**src/rtl/guitar_input_pkg.sv**
```systemverilog
// Shared constants for the guitar controller input block: input indices,
// status-word field layout and debounce counter sizing.
package guitar_input_pkg;

    localparam int NUM_INPUTS = 9;

    localparam int FRET0   = 0;
    localparam int FRET1   = 1;
    localparam int FRET2   = 2;
    localparam int FRET3   = 3;
    localparam int FRET4   = 4;
    localparam int STRUM   = 5;
    localparam int START   = 6;
    localparam int P2_UP   = 7;
    localparam int P2_DOWN = 8;

    localparam int STATUS_W      = 32;
    localparam int LEVEL_LSB     = 0;
    localparam int LEVEL_W       = NUM_INPUTS;
    localparam int EVENT_LSB     = LEVEL_LSB + LEVEL_W;
    localparam int EVENT_W       = NUM_INPUTS;
    localparam int STRUM_CNT_LSB = EVENT_LSB + EVENT_W;
    localparam int STRUM_CNT_W   = 6;

    localparam int DEBOUNCE_MIN = 2;
    localparam int DEBOUNCE_MAX = 65535;

    typedef logic [NUM_INPUTS-1:0]  input_vec_t;
    typedef logic [STRUM_CNT_W-1:0] strum_cnt_t;

    // Counter only needs to reach cycles-1.
    function automatic int cnt_width(input int cycles);
        return (cycles <= 2) ? 1 : $clog2(cycles);
    endfunction

endpackage

```
**src/rtl/debounce_cell.sv**
```systemverilog
// One input bit: 2-flop synchronizer followed by an optional stable-sample
// debouncer, built only when GUITAR_INPUT_DEBOUNCE_EN is defined.
module debounce_cell
    import guitar_input_pkg::*;
#(
    parameter int DEBOUNCE_CYCLES = 50000
) (
    input  logic clock,
    input  logic ctrl_reset,
    input  logic raw,
    output logic level
);

    if (DEBOUNCE_CYCLES < DEBOUNCE_MIN || DEBOUNCE_CYCLES > DEBOUNCE_MAX) begin : g_bad_cycles
        $error("debounce_cell: DEBOUNCE_CYCLES out of range");
    end

    logic sync_p0;
    logic sync_p1;

    always_ff @(posedge clock) begin
        if (!ctrl_reset) begin
            sync_p0 <= 1'b0;
            sync_p1 <= 1'b0;
        end else begin
            sync_p0 <= raw;
            sync_p1 <= sync_p0;
        end
    end

`ifdef GUITAR_INPUT_DEBOUNCE_EN
    localparam int CNT_W = cnt_width(DEBOUNCE_CYCLES);
    localparam logic [CNT_W-1:0] CNT_LAST = CNT_W'(DEBOUNCE_CYCLES - 1);

    logic [CNT_W-1:0] cnt_q;
    logic             stable_q;

    // --- stage p2: level flips only after DEBOUNCE_CYCLES consecutive mismatches
    always_ff @(posedge clock) begin
        if (!ctrl_reset) begin
            cnt_q    <= '0;
            stable_q <= 1'b0;
        end else if (sync_p1 == stable_q) begin
            cnt_q <= '0;
        end else if (cnt_q == CNT_LAST) begin
            stable_q <= sync_p1;
            cnt_q    <= '0;
        end else begin
            cnt_q <= cnt_q + 1'b1;
        end
    end

    assign level = stable_q;
`else
    assign level = sync_p1;
`endif

endmodule

```
**src/rtl/guitar_input_ctrl.sv**
```systemverilog
// Guitar controller input block: 9 debounced inputs, sticky press events and a
// strum counter packed into the r29 status word. Debounce: GUITAR_INPUT_DEBOUNCE_EN.
module guitar_input_ctrl
    import guitar_input_pkg::*;
#(
    parameter int DEBOUNCE_CYCLES = 50000
) (
    input  logic                  clock,
    input  logic                  ctrl_reset,
    input  logic [4:0]            fret_raw,
    input  logic                  strum_raw,
    input  logic                  start_raw,
    input  logic                  p2_up_raw,
    input  logic                  p2_down_raw,
    input  logic                  event_clr,
    input  logic [NUM_INPUTS-1:0] event_clr_mask,
    output logic [STATUS_W-1:0]   external_inputs
);

    input_vec_t raw_vec;
    input_vec_t stable;
    input_vec_t lvl_q;
    input_vec_t event_q;
    input_vec_t rise;
    input_vec_t clr_vec;
    strum_cnt_t strum_cnt_q;

    assign raw_vec = {p2_down_raw, p2_up_raw, start_raw, strum_raw, fret_raw};

    for (genvar i = 0; i < NUM_INPUTS; i++) begin : g_cell
        debounce_cell #(
            .DEBOUNCE_CYCLES(DEBOUNCE_CYCLES)
        ) u_cell (
            .clock     (clock),
            .ctrl_reset(ctrl_reset),
            .raw       (raw_vec[i]),
            .level     (stable[i])
        );
    end

    // lvl_q doubles as the previous stable level, so rise is the 0->1 edge.
    assign rise    = stable & ~lvl_q;
    assign clr_vec = event_clr ? event_clr_mask : '0;

    // --- stage p3: status registers
    always_ff @(posedge clock) begin
        if (!ctrl_reset) begin
            lvl_q       <= '0;
            event_q     <= '0;
            strum_cnt_q <= '0;
        end else begin
            lvl_q   <= stable;
            event_q <= (event_q & ~clr_vec) | rise;
            if (rise[STRUM]) begin
                strum_cnt_q <= strum_cnt_q + 1'b1;
            end
        end
    end

    always_comb begin
        external_inputs = '0;
        external_inputs[LEVEL_LSB +: LEVEL_W]         = lvl_q;
        external_inputs[EVENT_LSB +: EVENT_W]         = event_q;
        external_inputs[STRUM_CNT_LSB +: STRUM_CNT_W] = strum_cnt_q;
    end

endmodule

```
**config.mk**
```make
export PLATFORM = sky130hd
export DESIGN_NAME = guitar_input_ctrl
export DESIGN_NICKNAME = d
export VERILOG_FILES = /design/src/rtl/guitar_input_pkg.sv /design/src/rtl/debounce_cell.sv /design/src/rtl/guitar_input_ctrl.sv
export SDC_FILE = /design/constraint.sdc
export NUM_CORES = 1
export LEC_CHECK = 0
export CAP_MARGIN = 25
export CORE_ASPECT_RATIO = 0.8
export CORE_MARGIN = 2
export CORE_UTILIZATION = 49
export CTS_BUF_LIST = sky130_fd_sc_hd__clkbuf_2 sky130_fd_sc_hd__clkbuf_4 sky130_fd_sc_hd__clkbuf_8
export DETAILED_ROUTE_END_ITERATION = 10
export GPL_TIMING_DRIVEN = 0
export PLACE_DENSITY_LB_ADDON = 0.12
export SETUP_SLACK_MARGIN = 0.05
export SYNTH_ARGS = -nofsm -noshare
export SYNTH_HDL_FRONTEND = slang
export SYNTH_SLANG_ARGS = --single-unit
```
**constraint.sdc**
```tcl
create_clock -name clock -period 2.25 [get_ports clock]
set_input_delay 0.45 -clock clock [delete_from_list [all_inputs] [get_ports clock]]
set_output_delay 0.45 -clock clock [all_outputs]
set_load 0.1 [all_outputs]
```
==> flow_summary.toml, run 1 <==
[run_status]
status = "finished, final reports clean"

[logic_synthesis]
avgSynthCellArea_um2 = 10.4
syn-instance-count = 141
synth_warnings = 0
synth_cell_types = 21
netlist.top_cell.by_area = "dfxtp_1"
ys_seq_elements = 42
ys_seq_area_frac = 0.575
synth_top_area_share = 0.575
synth_area_leaders = "dfxtp_1 (57%), and2_1 (12%), nor2b_1 (7.7%)"
synth_area_um2 = 1460

[timing]
period_share = 0.915
max_freq_mhz = 486
setup_violations = 0
worstMarginPinSlew_ns = 0.983
hold_slack_ns = 0.436
fin_crit_ns = 2.06
timing.setup.tns_ns = 0
fin_worst_skew_ns = 0.00532
hold_viol_final = 0
drv_slew = 0
rsz0062_at_grt = "no"
relSlewSlack = 0.347

[global_routing]
grt_pass1_wl_um = 4140
grt_pass1_vias = 936
grt_start_max_net_pins = 14
antenna_found_initial = 0
grt_overflow = 0
track_usage = 0.165

[worst_setup_path]
endpoint_kind = "output pin"
critPathTopFamily = "buffers and inverters"
critPathRequiredTime_ns = 1.80
cp_max_fo = 5
critPathLaunchType = "flop"
critPathBufInv = 1
slowest_stage = "dlygate4sd2_1"
arrival_ns = 1.61
critPathMaxStageDelay_ns = 0.90
critPathKind = "reg2out"
crit_path_cell_trace = "dlygate4sd2_1"

[clock_tree]
cts_root_buffer = "clkbuf_8"
cts_setup_buffers = 0
cts_buffer_depth = 2
h-tree-depth = 2
clkSlewWorstSetupHoldPaths_ns = 0.08
postCtsHoldBufs = 0
cts_sinks = 42
cts_tree = "built"
numCtsBuffers = 5
clk_latency_ns = 0.28
ctsResizeCount = 24

[cells_and_area]
multi_input_area_um2 = 556
syn_to_final_growth_pct = 38.6
seq_area_um2 = 841
fillers = 225
diodes = 0
final_common_cell = "dfxtp_1"
drive_above_1_share = 0.111
final_cell_mix = "dfxtp_1 (42), and2_1 (28), dlygate4sd2_1 (24)"
finalNetCount = 220
final_area_um2 = 2030

[die]
start_util = 0.521
die_w_um = 65.1
pin_count = 53
die_h_um = 52.9
core_um2 = 2810
rows = 17
die_area_um2 = 3440

[place]
dpl_cell_area_um2 = 1970
dpl.hpwl_um = 1880
port_buffers = 43
gp_routability_congestion = 0.800

[power_and_ir_drop]
power_density_nw_per_um2 = 749
p_leak_nw = 0.974
totalPowerFinal_mw = 1.52
peakVddDrop_mv = 0.542

[routing]
drt_wl_total_um = 2490
drc = 0
num_vias = 1019
ant_nets = 0
firstDrtPassIters = 3
viasPerCell = 4.30
drtIter0Drc = 19
wl_per_cell_um = 10.5

[min_path]
hold_path_class = "reg2reg"

[job]
drv_cap = 0
==> final timing paths <==
path,start,endpoint,slack (ns),depth (start not counted)
worst max-delay path,strum_cnt_q[2],external_inputs[20],0.19,1
worst min-delay path,g_cell[6].u_cell.sync_p0,g_cell[6].u_cell.level,0.44,1
worst max register to register,strum_cnt_q[0],strum_cnt_q[2],1.11,4
worst min register to register,g_cell[6].u_cell.sync_p0,g_cell[6].u_cell.level,0.44,1
==> state kept, by name (all words and copies together) (netlist names) <==
register	flops
strum_cnt_q	6
g_cell.u_cell.level	9
g_cell.u_cell.sync_p0	9
lvl_q	9
event_q	9
==> power by group <==
group          internal [mW]  switching, mW  total (mW)
Combinational         0.0770          0.189       0.266
Sequential             0.771         0.0119       0.783
Clock                  0.231          0.238       0.469
Total                   1.08          0.439        1.52
==> metrics by stage <==
stage / setup slack (ns) / util / instances
after floorplan: 0.454 / - / 148
after global placement: 0.240 / 0.701 / 229
after detailed placement: 0.214 / 0.701 / 229
after CTS: 0.179 / 0.722 / 237
after global routing: 0.132 / 0.722 / 237
final: 0.190 / 0.722 / 237
==> cell usage after synthesis, drive strengths merged <==
cell    count
a21oi       9
and2       29
and3        1
and4        1
buf        11
clkbuf      3
conb        1
dfxtp      42
ha          1
mux2i       4
nand2      12
nand2b      3
nand3b      1
nand4       2
nor2b      19
xnor2       1
xor2        1
==> worst register-to-register path: stages (launching register included) <==
cell	delay [ns]
dfxtp_1	0.43
ha_1	0.22
nand3b_1	0.10
xnor2_1	0.13
and2_1	0.15
==> kinds of logic after synthesis <==
| kind of cell | after synthesis | share of synthesized area |
|---|---|---|
| simple gates | 68 | 0.281 |
| flops | 42 | 0.575 |
| buf+inv | 14 | 0.0633 |
| compound gates | 9 | 0.0308 |
| mux | 4 | 0.0274 |
| xor+xnor | 2 | 0.0120 |
| fa+ha+maj | 1 | 0.00855 |
| other cells | 1 | 0.00256 |
==> routing by layer <==
metal | vias up | GRT usage | wire (um)
met5 | - | 0 | 0
met3 | 2 | 0.0596 | 202
li1 | 542 | - | -
met2 | 39 | 0.271 | 1100
met1 | 436 | 0.201 | 1180
met4 | 0 | 0.0625 | 11
==> cell type report <==
type	instances	area share
buffer	14	0.0457
timing repair buffer	43	0.198
tap	38	0.0235
clock inverter	2	0.00679
clock buffer	6	0.0377
sequential	42	0.415
multi-input combinational	92	0.274
(Power assumes the default switching activity.)
==> run 2: changes to the inputs <==
Settings changed: CORE_MARGIN 2 to not set.
==> flow_summary.toml, run 2 (synthesis results as in run 1) <==
[routing]
firstDrtPassIters = 4
ant_nets = 0
viasPerCell = 4.48
num_vias = 1062
drt_wl_total_um = 2590
drc = 0
wl_per_cell_um = 10.9
drtIter0Drc = 6

[power_and_ir_drop]
swShare = 0.270
p_leak_nw = 0.980
p_sw_uw = 441
sequentialPowerShare = 0.479
p_clk_frac = 0.357
p_comb_frac = 0.164
peakVddDrop_mv = 0.558
internal_power_mw = 1.19
power_density_nw_per_um2 = 796

[global_routing]
grt_overflow = 0
track_usage = 0.182
grt_start_max_net_pins = 14
grt_pass1_wl_um = 4320
antenna_found_initial = 0
grt_pass1_vias = 1012

[die]
rows = 17
die_h_um = 50.9
core_um2 = 2790
die_area_um2 = 3210
pin_count = 53
start_util = 0.525
die_w_um = 63.1

[timing]
worstMarginPinSlew_ns = 0.977
timing.setup.tns_ns = 0
fin_worst_skew_ns = 0.00456
rsz0062_at_grt = "no"
drv_slew = 0
hold_viol_final = 0
fin_crit_ns = 2.03
relSlewSlack = 0.351
period_share = 0.903
setup_violations = 0
max_freq_mhz = 492
hold_slack_ns = 0.438

[worst_setup_path]
critPathTopFamily = "buffers and inverters"
arrival_ns = 1.58
critPathLaunchType = "flop"
cp.depth = 1
reg2reg_from = "strum_cnt_q[1]"
critPathKind = "reg2out"
r2r-end = "strum_cnt_q[2]"
r2r_slack_ns = 1.11
critPathRequiredTime_ns = 1.80
critPathMaxStageDelay_ns = 0.88
crit_path_cell_trace = "dlygate4sd2_1"
critPathBufInv = 1
cp_max_fo = 5
endpoint_kind = "output pin"
worstRegToRegCells = 4
slowest_stage = "dlygate4sd2_1"

[cells_and_area]
fin_util = 0.736
diodes = 0
fillers = 239
final_common_cell = "dfxtp_1"
finalNetCount = 220
syn_to_final_growth_pct = 40.2
final_cell_mix = "dfxtp_1 (42), and2_1 (28), dlygate4sd2_1 (24)"
drive_above_1_share = 0.111

[clock_tree]
cts_tree = "built"
cts_root_buffer = "clkbuf_8"
cts_setup_buffers = 0
postCtsHoldBufs = 0
clk_latency_ns = 0.28
cts_sinks = 42
clkSlewWorstSetupHoldPaths_ns = 0.08
numCtsBuffers = 5
cts_buffer_depth = 2
h-tree-depth = 2

[run_status]
status = "finished, final reports clean"

[place]
port_buffers = 43
gp_routability_congestion = 0.749
dpl.hpwl_um = 1930

[job]
drv_cap = 0

[min_path]
whs_path_depth = 1
hp-start = "g_cell[2].u_cell.sync_p0"
hold_path_class = "reg2reg"
hold_path_end = "g_cell[2].u_cell.level"
==> run 2: timing repair <==
item | in CTS | in global routing
resized for setup | 24 | 0
endpoints found under the setup margin | 24 | 0
endpoints found under the hold margin | 0 | 0
==> run 2: worst max-delay path by stage <==
| stage | slack (ns) | startpoint | endpoint |
|---|---|---|---|
| after floorplan | 0.45 | strum_cnt_q[0] | strum_cnt_q[2] |
| after global placement | 0.23 | strum_cnt_q[0] | external_inputs[18] |
| after detailed placement | 0.24 | strum_cnt_q[0] | external_inputs[18] |
| after CTS | 0.21 | strum_cnt_q[0] | external_inputs[18] |
| after global routing | 0.15 | strum_cnt_q[0] | external_inputs[18] |
| final | 0.22 | strum_cnt_q[1] | external_inputs[19] |
==> run 2: layer usage <==
layer	track usage	wire length, um	part of all wire	vias up
li1	-	-	-	539
met1	0.204	1120	0.43	477
met2	0.308	1240	0.48	41
met3	0.0558	200	0.077	5
met4	0.105	34	0.013	0
met5	0	0	0	-
==> run 2: metrics by stage <==
step | std cells | worst slack [ns] | power [mW] | instance area, um2
4_1_cts | 237 | 0.207 | 1.65 | 2050
3_5_place_dp | 229 | 0.242 | 1.08 | 1970
3_3_place_gp | 229 | 0.232 | 1.07 | 1970
2_1_floorplan | 148 | 0.454 | 1.00 | 1490
5_1_grt | 237 | 0.150 | 1.69 | 2050
6_report | 237 | 0.219 | 1.63 | 2050
==> run 2: final cells by class <==
class | instances | area, um2 | area share
plain buffers | 14 | 92.6 | 0.0451
clock buffers | 6 | 76.3 | 0.0372
clock inverters | 2 | 37.5 | 0.0183
multi-input cells | 92 | 556 | 0.271
flip-flops and latches | 42 | 841 | 0.410
well taps | 38 | 47.5 | 0.0232
repair buffers | 43 | 400 | 0.195
==> run 2: power groups by stage <==
stage,clock [mW],sequential [mW],combinational [mW]
3_3_place_gp,0,0.799,0.274
4_1_cts,0.597,0.783,0.269
3_5_place_dp,0,0.801,0.277
2_1_floorplan,0,0.892,0.113
6_report,0.582,0.782,0.268
5_1_grt,0.626,0.786,0.281
==> run 3: changes to the inputs <==
Settings changed: CELL_PAD_IN_SITES_DETAIL_PLACEMENT set to 0, CELL_PAD_IN_SITES_GLOBAL_PLACEMENT set to 1, CORE_UTILIZATION 49 to 36.
==> flow_summary.toml, run 3 (synthesis results as in run 1) <==
[global_routing]
grt_pass1_vias = 916
track_usage = 0.126
antenna_found_initial = 0
grt_pass1_wl_um = 3990
grt_start_max_net_pins = 13
grt_overflow = 0

[job]
drv_cap = 0

[place]
placed_cells = 246
port_buffers = 43
dpl.hpwl_um = 1810
gp_routability_congestion = 0.667
dpl_cell_area_um2 = 1990
dp_slack_ns = 0.239

[power_and_ir_drop]
peakVddDrop_mv = 0.411
power_density_nw_per_um2 = 762
p_leak_nw = 1.01
totalPowerFinal_mw = 1.58

[die]
die_w_um = 73.3
die_h_um = 59.0
die_area_um2 = 4320
rows = 20
start_util = 0.380
core_um2 = 3850
pin_count = 53

[worst_setup_path]
cp_max_fo = 5
crit_path_cell_trace = "dlygate4sd2_1"
endpoint_kind = "output pin"
reg2reg_from = "strum_cnt_q[0]"
slowest_stage = "dlygate4sd2_1"
critPathMaxStageDelay_ns = 0.88
critPathLaunchType = "flop"
arrival_ns = 1.57
critPathKind = "reg2out"
critPathRequiredTime_ns = 1.80
worstSetupStartpoint = "strum_cnt_q[0]"
critPathBufInv = 1
critPathTopFamily = "buffers and inverters"

[clock_tree]
postCtsHoldBufs = 0
cts_buffer_depth = 2
h-tree-depth = 2
clkSlewWorstSetupHoldPaths_ns = 0.07
cts_root_buffer = "clkbuf_8"
cts_sinks = 42
numCtsBuffers = 5
cts_tree = "built"
clk_latency_ns = 0.28

[routing]
ant_nets = 0
viasPerCell = 3.97
drtIter0Drc = 40
num_vias = 1008
wl_per_cell_um = 9.51
drt_wl_total_um = 2420
firstDrtPassIters = 4
drc = 0

[min_path]
hp-start = "g_cell[1].u_cell.sync_p0"
hold_path_class = "reg2reg"

[timing]
fin_crit_ns = 2.02
worstMarginPinSlew_ns = 0.968
setup_violations = 0
relSlewSlack = 0.354
fin_worst_skew_ns = 0.00546
drv_slew = 0
max_freq_mhz = 495
hold_viol_final = 0
hold_slack_ns = 0.427
timing.setup.tns_ns = 0
rsz0062_at_grt = "no"
period_share = 0.898
finalWorstSetupSlack_ns = 0.229

[cells_and_area]
final_common_cell = "dfxtp_1"
drive_above_1_share = 0.111
fin_util = 0.539
fin_cells = 254
final_area_um2 = 2080
diodes = 0
final_cell_mix = "dfxtp_1 (42), and2_1 (28), dlygate4sd2_1 (22)"
finalNetCount = 220
syn_to_final_growth_pct = 41.9

[run_status]
status = "finished, final reports clean"
==> run 3: cell types whose count changed in the layout (fill, tap and decap cells not counted), sizes merged <==
cell,delta
dlymetal6s2s,+2
dlygate4sd2,-2
clkbuf,+2
bufinv,-1
clkinvlp,-1
==> run 3: cell type report <==
class	count	area, um2
fillers	362	1780
flip-flops and latches	42	841
multi-input cells	92	556
repair buffers	43	408
clock buffers	8	110
plain buffers	14	92.6
well taps	55	68.8
==> run 3: report_power, final <==
| group | leakage [nW] | internal [mW] | total [mW] | switching, mW |
|---|---|---|---|---|
| logic | 0.607 | 0.0776 | 0.266 | 0.189 |
| clock network | 0.0575 | 0.309 | 0.534 | 0.224 |
| registers | 0.344 | 0.771 | 0.782 | 0.0111 |
| total | 1.01 | 1.16 | 1.58 | 0.424 |
==> run 3: repair_timing <==
action | 4_1_cts | 5_1_grt
buffers inserted | 0 | 0
resized for setup | 22 | 2
pin swaps | 0 | 0
setup endpoints to repair | 22 | 2
==> run 3: final timing paths <==
check                            to  cells after the start  slack [ns]
min reg2reg  g_cell[1].u_cell.level                      1        0.43
min          g_cell[1].u_cell.level                      1        0.43
max reg2reg          strum_cnt_q[2]                      4        1.12
max             external_inputs[18]                      1        0.23
==> run 3: per-layer routing <==
metal	global-route usage	vias up	share of wire
met3	0.0459	2	0.077
met5	0	-	0
met2	0.180	40	0.38
met1	0.171	429	0.53
li1	-	537	-
met4	0.0588	0	0.0079
==> variant (settings of run 3) <==
Set the package constant `STATUS_W` to 36 (it was 32).
--- a/src/rtl/guitar_input_pkg.sv
+++ b/src/rtl/guitar_input_pkg.sv
@@ -16,3 +16,3 @@
 
-    localparam int STATUS_W      = 32;
+    localparam int STATUS_W      = 36;
     localparam int LEVEL_LSB     = 0;
Ports: changed (resized external_inputs); port bits go from 53 to 57. The function was not compared with the original's and may differ.
==> variant against run 3 <==
  * Synthesized area is 2.1% higher
  * Sequential power barely moved
  * Hold slack improved by 9.4 ps
  * Via count up 0.30%
  * Count of clock-buffer cells in the layout shrank 2
  * Routed wire length increased by 7.4%
  * Setup slack got worse by 32 ps
  * Final area increased by 2.0%
  * First-iteration DRC count fell by 65%
  * Total power up 5.5%
  * Sequential cell count unchanged
  * Largest cell class unchanged
  * Largest power group unchanged
==> variant: results (changes against run 3) <==
Detailed Place HPWL: 1949 um (was 1815 um)
GRT Resource Usage Total: 0.1282 (was 0.1264)
Vias/cell: 3.859 (was 3.969)
Slew @ Worst Pin: 972.7 ps (was 967.7 ps)
Synth area leaders: dfxtp_1 (56%), and2_1 (12%), nor2b_1 (7.5%) (was dfxtp_1 (57%), and2_1 (12%), nor2b_1 (7.7%))
internal power: 1.195 mW (was 1.158 mW)
crit-path max FO: 5 (unchanged)
post-synthesis adder-cell area fraction: 0.008382 (was 0.008554)
Power Combinational: 0.301 mW (was 0.266 mW)
clock tree buffer depth: 2 (unchanged)
crit path DAT: 1600 ps (was 1570 ps)
layout cells sized above 1: 0.1256 (was 0.1106)
Placed Area: 0.002033 mm^2 (was 0.001988 mm^2)
largest net degree at the start of global routing: 14 (was 13)
cell count after synthesis: 145 (was 141)
worst vdd ir: 0.3436 mV (was 0.4109 mV)
post-synthesis compound-gate area fraction: 0.03018 (was 0.03080)
f_max: 0.4871 GHz (was 0.4947 GHz)
diode count: 0 (unchanged)
Post-synth top cells: dfxtp_1 (42), and2_1 (28), nor2b_1 (18), buf_4 (12), nand2_1 (12) (was dfxtp_1 (42), and2_1 (28), nor2b_1 (18), nand2_1 (12), a21oi_1 (9))
drt initial violations: 14 (was 40)
Worst path slowest cell: dlygate4sd2_1 (unchanged)
outcome: complete, no violations (unchanged)
Post-Place Worst Slack: 236.2 ps (was 239.2 ps)
first-pass GRT wire length: 3974 um (was 3988 um)
root buf cell: clkbuf_8 (unchanged)
GP Congestion: 0.6850 (was 0.6671)
area of the multi-input gates: 570.5 um^2 (was 555.5 um^2)
XOR/XNOR Fraction of Synth Area: 0.01174 (was 0.01198)
leak pwr: 1.015 nW (was 1.009 nW)
vias in the first global route: 900 (was 916)
Min Hold Slack: 436.5 ps (was 427.1 ps)
vias: 1011 (was 1008)
sequential element share of the synthesized area: 0.5633 (was 0.5749)
final wirelength: 2595 um (was 2416 um)
post-layout net count: 228 (was 220)
Hold EP: g_cell[6].u_cell.level (was g_cell[1].u_cell.level)
FILL cells: 370 (was 362)
Flop pwr share: 0.469 (was 0.494)
Clock Skew: 5.204 ps (was 5.460 ps)
-- variant: changes by cell type in the layout (fill, tap and decap cells not counted), sizes merged --
cell / delta
buf: +4
bufinv: +1
clkbuf: -2
clkinvlp: +1
conb: +4
dlygate4sd2: +2
dlymetal6s2s: -2
-- variant: layout make-up --
| type | count | share of cell area |
|---|---|---|
| tap | 55 | 0.03251 |
| timing repair buffer | 43 | 0.1891 |
| clock buffer | 6 | 0.03605 |
| sequential | 42 | 0.3972 |
| clock inverter | 2 | 0.01773 |
| buffer | 18 | 0.05792 |
| multi-input combinational | 96 | 0.2695 |
-- variant: per-layer routing --
layer  wire, um  global-route usage  part of all wire  vias up
met5          0                   0                 0        -
met4         40             0.09066             0.015        0
met3        196             0.04422             0.076        5
met2       1075              0.1909              0.41       40
met1       1283              0.1548              0.49      415
li1           -                   -                 -      551
-- variant: worst reg2reg max path, cell delays in order (launching register included) --
cell and delay, ps:
dfxtp_1 430, ha_1 230, nand3b_1 100, xnor2_1 130
and2_1 150
